[src/rtl/dmem_arbiter.sv]
// Arbitrates one single-port, synchronous-read data memory between the core load/store port
// and a debug/loader port. Core has priority; debug wins after STARVE_LIM denied cycles.
module dmem_arbiter #(
   parameter int unsigned ADDR_W     = 32,
   parameter int unsigned DATA_W     = 32,
   parameter int unsigned STARVE_LIM = 4
) (
   input  logic              clock,
   input  logic              rstn,
   input  logic              core_req,
   input  logic              core_we,
   input  logic [ADDR_W-1:0] core_addr,
   input  logic [DATA_W-1:0] core_wdata,
   output logic [DATA_W-1:0] core_rdata,
   output logic              core_stall,
   input  logic              dbg_req,
   input  logic              dbg_we,
   input  logic [ADDR_W-1:0] dbg_addr,
   input  logic [DATA_W-1:0] dbg_wdata,
   output logic              dbg_gnt,
   output logic [DATA_W-1:0] dbg_rdata,
   output logic              dbg_rvalid,
   output logic              mem_en,
   output logic              mem_we,
   output logic [ADDR_W-1:0] mem_addr,
   output logic [DATA_W-1:0] mem_wdata,
   input  logic [DATA_W-1:0] mem_rdata
);

   localparam int unsigned CntW = $clog2(STARVE_LIM + 1);
   localparam logic [CntW-1:0] CntMax = CntW'(STARVE_LIM);

   typedef enum logic [1:0] {StIdle, StCoreRd, StDbgRd} state_e;

   state_e          state_q, state_d;
   logic [CntW-1:0] starve_q, starve_d;
   logic            dbg_prio, core_win, dbg_win;

   always_comb begin
      dbg_prio = dbg_req && (starve_q == CntMax);
      core_win = core_req && !dbg_prio;
      dbg_win  = dbg_req && (dbg_prio || !core_req);
   end

   always_ff @(posedge clock) begin
      if (!rstn) begin
         state_q  <= StIdle;
         starve_q <= '0;
      end else begin
         state_q  <= state_d;
         starve_q <= starve_d;
      end
   end

   always_comb begin
      state_d = state_q;
      unique case (state_q)
         StIdle: begin
            if (core_win && !core_we) begin
               state_d = StCoreRd;
            end else if (dbg_win && !dbg_we) begin
               state_d = StDbgRd;
            end
         end
         StCoreRd: state_d = StIdle;
         StDbgRd:  state_d = StIdle;
         default:  state_d = StIdle;
      endcase
   end

   // Counts every denied debug cycle, including cycles spent in a read-return state.
   always_comb begin
      starve_d = starve_q;
      if (!dbg_req || dbg_gnt) begin
         starve_d = '0;
      end else if (starve_q != CntMax) begin
         starve_d = starve_q + 1'b1;
      end
   end

   // Everything except core_stall is forced low while reset is asserted.
   always_comb begin
      mem_en     = 1'b0;
      mem_we     = 1'b0;
      mem_addr   = '0;
      mem_wdata  = '0;
      core_rdata = '0;
      core_stall = core_req;
      dbg_gnt    = 1'b0;
      dbg_rdata  = '0;
      dbg_rvalid = 1'b0;
      if (rstn) begin
         unique case (state_q)
            StIdle: begin
               if (core_win) begin
                  mem_en     = 1'b1;
                  mem_we     = core_we;
                  mem_addr   = core_addr;
                  mem_wdata  = core_wdata;
                  core_stall = !core_we;
               end else if (dbg_win) begin
                  mem_en    = 1'b1;
                  mem_we    = dbg_we;
                  mem_addr  = dbg_addr;
                  mem_wdata = dbg_wdata;
                  dbg_gnt   = 1'b1;
               end
            end
            StCoreRd: begin
               core_rdata = mem_rdata;
               core_stall = 1'b0;
            end
            StDbgRd: begin
               dbg_rvalid = 1'b1;
               dbg_rdata  = mem_rdata;
            end
            default: ;
         endcase
      end
   end

endmodule

[config.mk]
export PLATFORM = sky130hd
export DESIGN_NAME = dmem_arbiter
export DESIGN_NICKNAME = d
export VERILOG_FILES = /design/src/rtl/dmem_arbiter.sv
export SDC_FILE = /design/constraint.sdc
export NUM_CORES = 1
export LEC_CHECK = 0
export ABC_AREA = 1
export CELL_PAD_IN_SITES_DETAIL_PLACEMENT = 0
export CELL_PAD_IN_SITES_GLOBAL_PLACEMENT = 1
export CORE_ASPECT_RATIO = 1.2
export CORE_MARGIN = 2
export CORE_UTILIZATION = 12
export DETAILED_ROUTE_END_ITERATION = 8
export PLACE_DENSITY = 0.95
export SYNTH_ARGS = -nofsm -noshare
export SYNTH_HDL_FRONTEND = slang
export SYNTH_SLANG_ARGS = --single-unit
[constraint.sdc]
create_clock -name clock -period 3.15 [get_ports clock]
set_input_delay 0.7875 -clock clock [delete_from_list [all_inputs] [get_ports clock]]
set_output_delay 0.7875 -clock clock [all_outputs]
set_load 0.01 [all_outputs]
==> impl_metrics.ini <==
[run_status]
run_status = finished, final reports clean

[timing]
final_min_period_over_clock_period_pct = 92.6
timing.final.crit_period_ns = 2.92
tns_setup_ns = 0
hold_viol_final = 0
max_freq_ghz = 0.343
timing.final.setup_violations = 0
finClkSkew_ns = 0.00443
rsz0062_at_grt = false
timing.final.max_slew_violations = 0
worstMarginPinSlew_ns = 0.187
max-slew-margin-rel_pct = 87.5

[yosys]
synth_seq_cells = 5
yosysWarningCount = 0
synthesis.area_per_instance_um2 = 4.85
synth_top_cells_by_area = sky130_fd_sc_hd__nand3_1 37%, sky130_fd_sc_hd__nand2_1 15%, sky130_fd_sc_hd__nor2_1 15%
synth_seq_area_share_pct = 5.55
ys.flop_type = sky130_fd_sc_hd__dfxtp_1
synthCells = 372
synth_cell_types = 19
mappedNetlistNets = 540
yosys.area.top_type_share_pct = 36.6
synthArstFlopShare_pct = 0
netlist_top_cells_count = 132 x sky130_fd_sc_hd__nand3_1, 74 x sky130_fd_sc_hd__nand2_1, 71 x sky130_fd_sc_hd__nor2_1, 41 x sky130_fd_sc_hd__inv_1, 14 x sky130_fd_sc_hd__buf_2
synth.largest_area_cell = sky130_fd_sc_hd__nand3_1
synthesis.area_mm2 = 0.00180
most_instantiated_library_cell_after_synthesis = sky130_fd_sc_hd__nand3_1
number_of_flops_mapped_to_enable_cells_by_yosys = 0

[clock_network]
cts_htree_levels = 1
worst_skew_pair.late_latency_ns = 0.23
numClockSinks = 5
tritoncts = done
cts.root.buffer_cell = sky130_fd_sc_hd__clkbuf_16
worst_setup_hold_path_clk_slew_ns = 0.04
cts_buffers = 3
cts_buffer_depth = 2
ctsHoldBuffers = 0

[place]
gp_congestion = 0.802
port-buffer-count = 298
dp_hpwl_um = 9760

[power]
report.power.total_uw = 909
vdd_ir_drop_max_mv = 0.132
leakage_uw = 0.00288
power_density_of_the_placed_cells_mw_per_mm2 = 167

[critical_path]
r2r.worst_path.cells = 10
critical_path.max_fanout = 8
start_kind = primary input
timing.critical_path.required_ns = 2.36
critPathKind = primary input to output port
timing.critical_path.arrival_ns = 2.13
end_kind = output port

[global_routing]
first_global_vias = 3438
grt_util_all_layers_pct = 13.6
grt_first_pass_wirelength_um = 17300
maximum_number_of_pins_on_one_net_before_global_route_repair = 36
grt.overflow.total = 0
grt_antenna_before_repair = 2

[route]
routed-via-count = 3621
ant_nets = 0
initialDrtViolationCount = 87
wl_per_cell_um = 13.4
route.detailed.drc = 0
avgViaCountPerCell = 4.05
finalWirelength_um = 12000
drtPass1Iterations = 4

[worst_hold_path]
timing.hold.worst.class = register to register
cell_depth_of_the_worst_min_delay_path = 2

[die]
placeableCoreArea_mm2 = 0.0148
num_io_pins = 299
floorplan.initialDensity_pct = 12.2
fp.dieArea_mm2 = 0.0160
chipHeight_um = 138
rows = 49
die_width_um = 116

[job]
timing.max_cap.violations = 0

[final_layout]
area.growth.synth_to_final_pct = 202
filler_cell_count = 1624
drive_above_1_share_pct = 10.2
finish.net_count = 857
-- layout make-up --
| type | instances | area (µm²) | share of cell area (%) |
|---|---|---|---|
| diodes | 1 | 2.50 | 0.0460 |
| well taps | 204 | 255 | 4.69 |
| clock buffers | 4 | 78.8 | 1.45 |
| multi-input cells | 290 | 1330 | 24.4 |
| inverters | 44 | 165 | 3.04 |
| repair buffers | 345 | 3510 | 64.5 |
| flip-flops and latches | 5 | 100 | 1.84 |
-- kinds of logic after synthesis --
group | Yosys count | share of synthesized area [%]
buffers and inverters | 77 | 21.8
DFF | 5 | 5.55
and+or+nand+nor | 280 | 68.2
xor gates and xnor gates | 1 | 0.486
AOI/OAI and AO/OA | 7 | 2.57
adders and majority gates | 2 | 1.39
-- repair_timing --
item,in CTS,in global routing
buffers inserted,9,0
gates resized for setup,137,1
endpoints found under the setup margin,104,24
endpoints found under the hold margin,0,0
pin swaps,1,0
cloned,3,0
-- worst max-delay path: stages --
cell                            delay (ns)
sky130_fd_sc_hd__dlygate4sd2_1        0.24
sky130_fd_sc_hd__nand2_2              0.09
sky130_fd_sc_hd__nor2_4               0.13
sky130_fd_sc_hd__buf_12               0.14
sky130_fd_sc_hd__buf_12               0.14
sky130_fd_sc_hd__inv_2                0.06
sky130_fd_sc_hd__o21ai_4              0.16
sky130_fd_sc_hd__buf_4                0.13
sky130_fd_sc_hd__dlygate4sd2_1        0.25
-- path summary, 6_finish.rpt --
path	slack, ns	start	endpoint
setup reg to reg	1.59	starve_q[0]$_SDFFE_PP0P_	starve_q[0]$_SDFFE_PP0P_
setup / recovery	0.23	rstn	mem_we
hold reg to reg	0.49	state_q[1]$_SDFFE_PP0P_	state_q[1]$_SDFFE_PP0P_
hold / removal	0.49	state_q[1]$_SDFFE_PP0P_	state_q[1]$_SDFFE_PP0P_
-- power breakdown --
group,internal [µW],leakage [µW],total [µW],switching [µW]
clock network,168,0.0000382,214,45.7
logic,384,0.00280,627,243
registers,66.2,0.0000408,67.9,1.73
-- metal layers --
metal	up-vias	global-route usage, %	part of all wire [%]
met5	-	0	0.058
met4	2	1.57	0.86
met3	13	4.95	12
met2	209	24.7	47
met1	1581	15.5	40
li1	1816	-	-
-- placed cells by master (no fill, tap or decap), drive strengths merged --
cell type,count
dfxtp,5
diode,1
nand2,75
nand3,132
xor2,1
clkbuf,4
a21oi,4
buf,45
ha,2
o21ai,3
dlygate4sd2,91
clkdlybuf4s15,15
nand3b,1
inv,44
clkdlybuf4s50,191
dlymetal6s2s,1
nor2,72
bufbuf,2
-- per-stage QoR --
stage	utilization [%]	std cells	area (µm²)	hold WS, ns	setup WS [ns]
6_report	36.7	893	5440	0.494	0.233
5_1_grt	36.7	893	5440	0.514	0.129
3_3_place_gp	35.5	876	5260	0.466	-0.343
4_1_cts	36.6	892	5430	0.496	0.0489
2_1_floorplan	-	372	1800	0.447	0.901
3_5_place_dp	35.5	876	5260	0.475	-0.372
-- state kept, by name (all words and copies together), names as in the netlist --
register  cells
starve_q      3
state_q       2
Note: power is estimated with default switching activity, not from simulation.
